[src/rtl/plcp_rx_ctrl.sv]
// Receive-side PLCP sequencer for the 802.11b DSSS 1 Mbps path: SFD search with timeout,
// 48-bit header capture and CRC check, then LENGTH-bit payload gating to the MAC.
module plcp_rx_ctrl #(
  parameter int unsigned SFD_TIMEOUT_BITS = 144,
  parameter logic [7:0]  SIGNAL_1M        = 8'h0A,
  parameter logic [15:0] MAX_LENGTH       = 16'd20000
) (
  input  logic        clk,
  input  logic        reset,
  input  logic        enable,
  input  logic        lock,
  input  logic        data_bit,
  input  logic        data_valid,
  input  logic        sfd_detected,
  output logic [2:0]  rx_state,
  output logic        busy,
  output logic [7:0]  hdr_signal,
  output logic [7:0]  hdr_service,
  output logic [15:0] hdr_length,
  output logic        hdr_valid,
  output logic        hdr_error,
  output logic        sfd_timeout,
  output logic        rx_abort,
  output logic        payload_bit,
  output logic        payload_valid,
  output logic        frame_done
);

  // state   | meaning
  // IDLE    | disabled or unlocked, waiting for enable && lock
  // SEARCH  | counting bits while waiting for the SFD pulse
  // HEADER  | shifting in SIGNAL/SERVICE/LENGTH/CRC
  // PAYLOAD | forwarding LENGTH bits to the MAC
  typedef enum logic [2:0] {
    IDLE    = 3'd0,
    SEARCH  = 3'd1,
    HEADER  = 3'd2,
    PAYLOAD = 3'd3
  } state_t;

  localparam logic [8:0] TIMEOUT_CNT = 9'(SFD_TIMEOUT_BITS);

  state_t      state;
  logic [7:0]  search_cnt;
  logic [5:0]  hdr_cnt;
  logic [15:0] pay_cnt;
  logic [46:0] hdr_sr;

  logic        link_ok;
  logic [8:0]  search_inc;
  logic [47:0] hdr_word;
  logic [15:0] crc_calc;
  logic [15:0] crc_rx;
  logic        crc_fb;
  logic        hdr_ok;

  assign link_ok    = enable & lock;
  assign search_inc = {1'b0, search_cnt} + 9'd1;
  // Complete header as it stands once the current bit (bit 47) is included.
  assign hdr_word   = {data_bit, hdr_sr};
  assign rx_state   = state;
  assign busy       = (state != IDLE);

  always_comb begin
    crc_calc = 16'hFFFF;
    crc_fb   = 1'b0;
    for (int i = 0; i < 32; i++) begin
      crc_fb   = crc_calc[15] ^ hdr_word[i];
      crc_calc = {crc_calc[14:0], 1'b0} ^ (crc_fb ? 16'h1021 : 16'h0000);
    end
  end

  // CRC field is sent x^15 first, so header bit 32 is crc_rx[15].
  always_comb begin
    crc_rx = 16'h0000;
    for (int i = 0; i < 16; i++) begin
      crc_rx[15-i] = hdr_word[32+i];
    end
  end

  assign hdr_ok = (crc_rx == ~crc_calc) &&
                  (hdr_word[7:0] == SIGNAL_1M) &&
                  (hdr_word[31:16] != 16'd0) &&
                  (hdr_word[31:16] <= MAX_LENGTH);

  always_ff @(posedge clk) begin
    if (reset) begin
      state         <= IDLE;
      search_cnt    <= '0;
      hdr_cnt       <= '0;
      pay_cnt       <= '0;
      hdr_sr        <= '0;
      hdr_signal    <= '0;
      hdr_service   <= '0;
      hdr_length    <= '0;
      hdr_valid     <= 1'b0;
      hdr_error     <= 1'b0;
      sfd_timeout   <= 1'b0;
      rx_abort      <= 1'b0;
      payload_bit   <= 1'b0;
      payload_valid <= 1'b0;
      frame_done    <= 1'b0;
    end else begin
      hdr_valid     <= 1'b0;
      hdr_error     <= 1'b0;
      sfd_timeout   <= 1'b0;
      rx_abort      <= 1'b0;
      payload_valid <= 1'b0;
      frame_done    <= 1'b0;
      case (state)
        IDLE: begin
          if (link_ok) begin
            state      <= SEARCH;
            search_cnt <= '0;
          end
        end
        SEARCH: begin
          if (!link_ok) begin
            state <= IDLE;
          end else if (sfd_detected) begin
            state <= HEADER;
            if (data_valid) begin
              hdr_sr  <= {data_bit, hdr_sr[46:1]};
              hdr_cnt <= 6'd1;
            end else begin
              hdr_cnt <= 6'd0;
            end
          end else if (data_valid) begin
            if (search_inc == TIMEOUT_CNT) begin
              sfd_timeout <= 1'b1;
              state       <= IDLE;
            end
            if (search_cnt != 8'hFF) search_cnt <= search_inc[7:0];
          end
        end
        HEADER: begin
          if (!link_ok) begin
            rx_abort <= 1'b1;
            state    <= IDLE;
          end else if (data_valid) begin
            hdr_sr <= {data_bit, hdr_sr[46:1]};
            if (hdr_cnt != 6'h3F) hdr_cnt <= hdr_cnt + 6'd1;
            if (hdr_cnt == 6'd47) begin
              hdr_signal  <= hdr_word[7:0];
              hdr_service <= hdr_word[15:8];
              hdr_length  <= hdr_word[31:16];
              if (hdr_ok) begin
                hdr_valid <= 1'b1;
                state     <= PAYLOAD;
                pay_cnt   <= '0;
              end else begin
                hdr_error <= 1'b1;
                state     <= IDLE;
              end
            end
          end
        end
        PAYLOAD: begin
          if (!link_ok) begin
            rx_abort <= 1'b1;
            state    <= IDLE;
          end else if (pay_cnt == hdr_length) begin
            frame_done <= 1'b1;
            state      <= IDLE;
          end else if (data_valid) begin
            payload_valid <= 1'b1;
            payload_bit   <= data_bit;
            if (pay_cnt != 16'hFFFF) pay_cnt <= pay_cnt + 16'd1;
          end
        end
        default: state <= IDLE;
      endcase
    end
  end

endmodule

[config.mk]
export PLATFORM = sky130hd
export DESIGN_NAME = plcp_rx_ctrl
export DESIGN_NICKNAME = d
export VERILOG_FILES = /design/src/rtl/plcp_rx_ctrl.sv
export SDC_FILE = /design/constraint.sdc
export NUM_CORES = 1
export LEC_CHECK = 0
export ABC_AREA = 1
export BUFFER_PORTS_ARGS = -buffer_cell sky130_fd_sc_hd__buf_2
export CORE_UTILIZATION = 60
export DETAILED_ROUTE_END_ITERATION = 6
export GPL_TIMING_DRIVEN = 0
export PLACE_DENSITY_LB_ADDON = 0.08
export SLEW_MARGIN = 10
export SYNTH_ARGS = -nofsm -noshare
export SYNTH_HDL_FRONTEND = slang
export SYNTH_SLANG_ARGS = --single-unit
export TNS_END_PERCENT = 50
[constraint.sdc]
create_clock -name clk -period 7.2 [get_ports clk]
set_input_delay 0.36 -clock clk [delete_from_list [all_inputs] [get_ports clk]]
set_output_delay 0.36 -clock clk [all_outputs]
set_load 0.005 [all_outputs]
Word level (Yosys, flattened, before mapping)
Cells that the tools add are included.
{"block": "classes", "n_addsub": 3, "magnitude_cmp": 1, "n_eq_ne": 31, "n_mux": 77, "n_bitwise": 73, "n_reduce_logical": 22}
{"op": "bitwise XOR 16 x 13 -> 16 bit", "count": 31}
{"op": "two-way mux 13 bit", "count": 32}
{"op": "two-way mux 47 bit", "count": 4}
{"op": "two-way mux 16 bit", "count": 8}
{"op": "one-hot mux 47 bit (2 select lines)", "count": 1}
{"op": "two-way mux 8 bit", "count": 5}
{"op": "== test 16 bit", "count": 2}
{"op": "one-hot mux 16 bit (2 select lines)", "count": 1}
{"op": "bitwise XOR 1 bit", "count": 31}
{"op": "two-way mux 3 bit", "count": 10}
{"op": "two-way mux 6 bit", "count": 5}
{"op": "!= test 2 bit (second input constant)", "count": 15}
{"op": "AND reduction 6 bit", "count": 3}
{"op": "adder 16 x 1 -> 16 bit (second input constant)", "count": 1}
{"op": "<= comparator 16 x 15 -> 1 bit (second input constant)", "count": 1}
{"op": "!= test 16 bit (second input constant)", "count": 1}
{"op": "inverter 16 bit", "count": 1}
{"op": "one-hot mux 8 bit (2 select lines)", "count": 1}
{"op": "nonzero test 16 bit", "count": 1}
{"op": "inverter 12 -> 15 bit", "count": 1}
{"op": "one-hot mux 3 bit (4 select lines)", "count": 1}
{"op": "one-hot mux 6 bit (2 select lines)", "count": 1}
{"op": "AND reduction 4 bit", "count": 3}
{"op": "OR reduction 5 bit", "count": 2}
{"op": "other kinds (23)", "count": 45}
{"block": "word_totals", "ff_bits": 119, "in_bits": 7, "word_cells": 222}

Longest topological paths before layout
{"block": "logic_depth", "ltp_word": 105, "mapped_depth": 29, "mapped_depth_nobuf": 28}

Least setup slack after synthesis
Ideal clock, no wire load.
{"block": "synth_timing", "kind": "register to register", "startpoint": "register hdr_sr[2]", "endpoint": "register pay_cnt[5]", "setup_time_ps": 132, "arrival_time_ps": 2435, "required_time_ps": 7068, "setup_slack_ps": 4633, "path_stages_with_launch": 24, "n_path_buf": 2, "synth_period_minus_slack_ps": 2567, "cell_sequence": "dfxtp_1 > buf_6 > inv_2 > nand2_4 > nand2_4 > nand2_2 > nand2_4 > nand2_2 > nand2_4 > xor2_1 > nand2_1 > nand2_1 > nand2_2 > nand2_2 > or2_0 > a21oi_1 > nand2_1 > nor2_2 > nand2_2 > nand2_4 > nand2_2 > buf_2 > nand2_1 > a21oi_1"}
{"block": "synth_via", "elab_chain_len": 53}
{"item": "from (decl)", "line": "47", "rtl": "logic [46:0] hdr_sr;"}
{"item": "from (signal assigned)", "line": "123", "rtl": "hdr_sr <= {data_bit, hdr_sr[46:1]};"}
{"item": "from (signal assigned)", "line": "141", "rtl": "hdr_sr <= {data_bit, hdr_sr[46:1]};"}
{"item": "bitwise XOR 1 bit", "line": "68", "rtl": "crc_fb = crc_calc[15] ^ hdr_word[i];"}
{"item": "two-way mux 13 bit", "line": "69", "rtl": "crc_calc = {crc_calc[14:0], 1'b0} ^ (crc_fb ? 16'h1021 : 16'h0000);"}
{"item": "bitwise XOR 16 x 13 -> 16 bit (4 in series)", "line": "69"}
{"item": "bitwise XOR 1 bit", "line": "68"}
{"item": "two-way mux 13 bit", "line": "69"}
{"item": "bitwise XOR 16 x 13 -> 16 bit (4 in series)", "line": "69"}
{"item": "bitwise XOR 1 bit", "line": "68"}
{"item": "two-way mux 13 bit", "line": "69"}
{"item": "[... 30 more ...]"}
{"item": "bitwise XOR 16 x 13 -> 16 bit (2 in series)", "line": "69"}
{"item": "inverter 16 bit", "line": "81", "rtl": "assign hdr_ok = (crc_rx == ~crc_calc) &&"}
{"item": "== test 16 bit", "line": "81"}
{"item": "logical AND 1 bit *", "line": "81"}
{"item": "logical AND 1 bit *", "line": "82", "rtl": "(hdr_word[7:0] == SIGNAL_1M) &&"}
{"item": "logical AND 1 bit *", "line": "83", "rtl": "(hdr_word[31:16] != 16'd0) &&"}
{"item": "!= test 2 bit (no source line) *"}
{"item": "AND reduction 9 bit (no source line) *"}
{"item": "to (signal assigned)", "line": "168", "rtl": "if (pay_cnt != 16'hFFFF) pay_cnt <= pay_cnt + 16'd1;"}
{"item": "to (decl)", "line": "46", "rtl": "logic [15:0] pay_cnt;"}
Mark *: on every way between the ends. The rest lies on a longest branch, timed or not.
A chain may end at the register's enable or synchronous reset.

Final worst setup path
Same ends and word-level chain as after synthesis.

==> impl_metrics.csv <==
group,metric,value,unit
outcome,status,"finished, final reports clean",
sta,tightest_slew,0.677,ns
synthesis,synthMuxAreaShare,0,%
synthesis,async_reset_ff_share,0,%
synthesis,synthTopCellsByCount,"nand2_1 (234), dfxtp_1 (118), inv_1 (112)",
worst_setup_path,rrSetupSlack,3.94,ns
worst_setup_path,critPathMaxFanout,10,
synthesis,synthTopCellsByArea,"dfxtp_1 (34%), nand2_1 (13%), a21oi_1 (7.7%), nand3_1 (7.7%), o21ai_0 (6.7%)",
synthesis,synth_top_family_by_area,"simple AND/OR/NAND/NOR gates",
sta,timing.fmax,307,MHz
routing,drtAntennaViolNets,0,
sta,fin_crit_sh,45.3,%
clock_tree,htreeDepth,4,
die,fp.dieH,109,um
clock_tree,cts_buffers,17,
cells_and_area,post-route-util,71.9,%
worst_setup_path,worst_path_max_delay_cell,"dfxtp_1",
synthesis,synth_compound_area_share,15.9,%
cells_and_area,final_nets,1120,
placement,hpwl,14200,um
worst_setup_path,rr_endpoint,"pay_cnt[5]$_SDFFE_PP0P_",
sta,hold_violations,0,
worst_setup_path,worst_setup_path_end_kind,"flip-flop",
pwr,swShare,25.8,%
synthesis,syn_avg_cell_area,6.58,um^2
die,core-area,0.0110,mm^2
synthesis,yosys_warnings,0,
pwr,p_sw,460,uW
cells_and_area,diodes,0,
die,pin_count,50,
cells_and_area,drive_above_1_share,13.0,%
routing,num_vias,7185,
clock_tree,cts_tree,"yes",
die,die_area,0.0119,mm^2
sta,min_period,3.26,ns
clock_tree,cts_resized,0,
grt,grt_pass1_wl,31000,um
synthesis,ys_seq_area_share,34.4,%
pwr,power_density,226,mW/mm^2
clock_tree,cts_root_buf,"clkbuf_16",
pwr,p_seq_share,37.3,%
synthesis,synthSimpleGateAreaFrac,34.3,%
sta,report.final.slew_viol_count,0,
grt,grt_pass1_vias,6405,
worst_setup_path,startpoint,"hdr_sr[2]$_SDFFE_PP0P_",
worst_setup_path,cp.required,7.47,ns
synthesis,synth.distinct_cells,39,
worst_setup_path,crit_type,"reg2reg",
placement,place_area,0.00728,mm^2
synthesis,synth_edf_count,0,
synthesis,postSynthCellCount,1043,
clock_tree,cts_hold_buf,0,
routing,top_layer,"met4",
synthesis,syn_nets,1053,
placement,io_buffers,48,
pwr,combPwrFrac,12.2,%
flow_run,max_cap_violations,0,
routing,route.met3.wl,1450,um
synthesis,synth_xor_area_share,5.10,%
clock_tree,cts_max_path_buffers,2,
pwr,leakagePower,0.00358,uW
sta,tns,0,ns
routing,drcViolationCount,0,
routing,first_pass_iters,5,
sta,fin_skew,0.0109,ns
synthesis,synth_top_cell_area_share,34.4,%
routing,route.layer.met1.wl,8430,um
sta,finalSetupViolCount,0,
die,fp.dieW,109,um
worst_setup_path,cp_slowest_stage_delay,0.32,ns
synthesis,ys_ff_latch,118,
pwr,clock_power_share,50.5,%
grt,grt_max_degree,17,
clock_tree,clock_latency,0.43,ns
cells_and_area,area_delta_synth_final,15.0,%
routing,wl_per_cell,15.4,um
synthesis,synth_fa_ha_area_share,0.547,%
grt,grt-ovfl-total,0,
die,initial_utilization,62.5,%
routing,wl_met2,8880,um
synthesis,synth_ff_type,"dfxtp_1",
clock_tree,cts.clk_slew.worst_paths,0.06,ns
grt,antenna_found_initial,0,
worst_hold_path,hold_path.class,"in2reg",
routing,viasPerCell,5.69,
sta,relSlewSlack,54.9,%
grt,grt_usage,34.2,%
synthesis,synth_area,0.00686,mm^2
cells_and_area,stdcell_area,0.00789,mm^2
pwr,power.internal,1320,uW
pwr,peakVddDrop,345,uV
worst_setup_path,worst_ep_arrival_time,3.53,ns
clock_tree,clock-sinks,118,
worst_setup_path,reg2reg_depth,27,
worst_setup_path,r2r_start,"hdr_sr[2]$_SDFFE_PP0P_",
routing,drt_iter0_drc,687,
die,fp-row-count,38,
worst_setup_path,worst_setup_path_start_kind,"flip-flop",
sta,whs,0.208,ns
clock_tree,cts_setup_buffers,0,
synthesis,yosys.area.top_type,"dfxtp_1",
synthesis,synth.most_common_cell,"nand2_1",
routing,wirelength,19400,um
sta,rsz0062_at_grt,"false",
placement,gp_congestion,0.944,
worst_setup_path,crit_path_end,"pay_cnt[5]$_SDFFE_PP0P_",
-- metal layers --
layer	GRT usage [%]	vias up
li1	-	3547
met1	42.3	3287
met2	55.7	285
met3	8.67	66
met4	15.4	0
met5	0	-
-- worst max-delay path: cells and delay by family, from the launching register on --
family                 cells  cell delay, ns
and+or+nand+nor           21            2.21
buffers and inverters      5            0.52
DFF                        1            0.32
AOI/OAI and AO/OA          1            0.06
-- through the flow --
stage / setup slack (ns) / power, uW / cells
after global placement: 4.08 / 889 / 1231
after CTS: 4.02 / 1780 / 1262
after floorplan: 4.63 / 846 / 1043
final: 3.94 / 1780 / 1262
after detailed placement: 4.07 / 891 / 1231
after global routing: 3.63 / 1840 / 1262
-- state kept, by name, indices dropped and copies added, names as in the netlist, 2 cells and up --
| name | cells |
|---|---|
| hdr_cnt | 6 |
| hdr_length | 16 |
| hdr_service | 8 |
| hdr_signal | 8 |
| hdr_sr | 47 |
| pay_cnt | 16 |
| rx_state | 2 |
| search_cnt | 8 |
-- layout by cell type, fill, tap and decap left out, types with 2 or more instances in the layout --
cell type / n
nand2_1: 234
dfxtp_1: 118
inv_1: 112
a21oi_1: 106
nand3_1: 106
o21ai_0: 92
nor2_1: 66
buf_2: 51
clkbuf_1: 35
nand2_2: 29
xnor2_1: 20
xor2_1: 20
clkbuf_16: 17
nor3_1: 15
nand3_2: 11
nand4_1: 11
inv_2: 8
nor4_1: 7
nand2_4: 6
nand3b_1: 6
nor3b_1: 6
buf_6: 5
bufinv_16: 4
or2_2: 3
o211a_1: 3
a211oi_1: 3
ha_1: 3
clkinv_2: 3
inv_4: 2
nor2_2: 2
and3_1: 2
o22ai_1: 2
clkbuf_8: 2
clkinvlp_4: 2
-- power by group through the flow --
| stage | combinational (uW) | sequential, uW | clock, uW |
|---|---|---|---|
| 5_1_grt | 242 | 667 | 930 |
| 2_1_floorplan | 167 | 678 | 0 |
| 3_3_place_gp | 209 | 680 | 0 |
| 3_5_place_dp | 212 | 680 | 0 |
| 6_report | 217 | 666 | 901 |
| 4_1_cts | 214 | 666 | 900 |
-- kinds of logic after synthesis --
family,after synthesis
AOI/OAI and AO/OA,211
xor gates and xnor gates,40
adders and majority gates,3
buffers and inverters,163
DFF,118
other,1
and+or+nand+nor,507
-- cell type report --
cell class | instances | area [um^2]
multi-input cells | 762 | 3840
fillers | 953 | 3090
flip-flops and latches | 118 | 2360
clock buffers | 22 | 464
inverters | 122 | 463
repair buffers | 48 | 240
plain buffers | 41 | 199
well taps | 140 | 175
clock inverters | 9 | 150
-- worst min-delay path by stage --
stage,from,end,slack [ns],cells past startpoint
after floorplan,reset,sfd_timeout$_SDFF_PP0_,0.44,1
after global placement,payload_bit$_SDFFE_PP0P_,payload_bit$_SDFFE_PP0P_,0.45,2
after detailed placement,payload_bit$_SDFFE_PP0P_,payload_bit$_SDFFE_PP0P_,0.46,2
after CTS,reset,sfd_timeout$_SDFF_PP0_,0.21,2
after global routing,reset,sfd_timeout$_SDFF_PP0_,0.22,2
final,reset,sfd_timeout$_SDFF_PP0_,0.21,2
(Power assumes the default switching activity.)
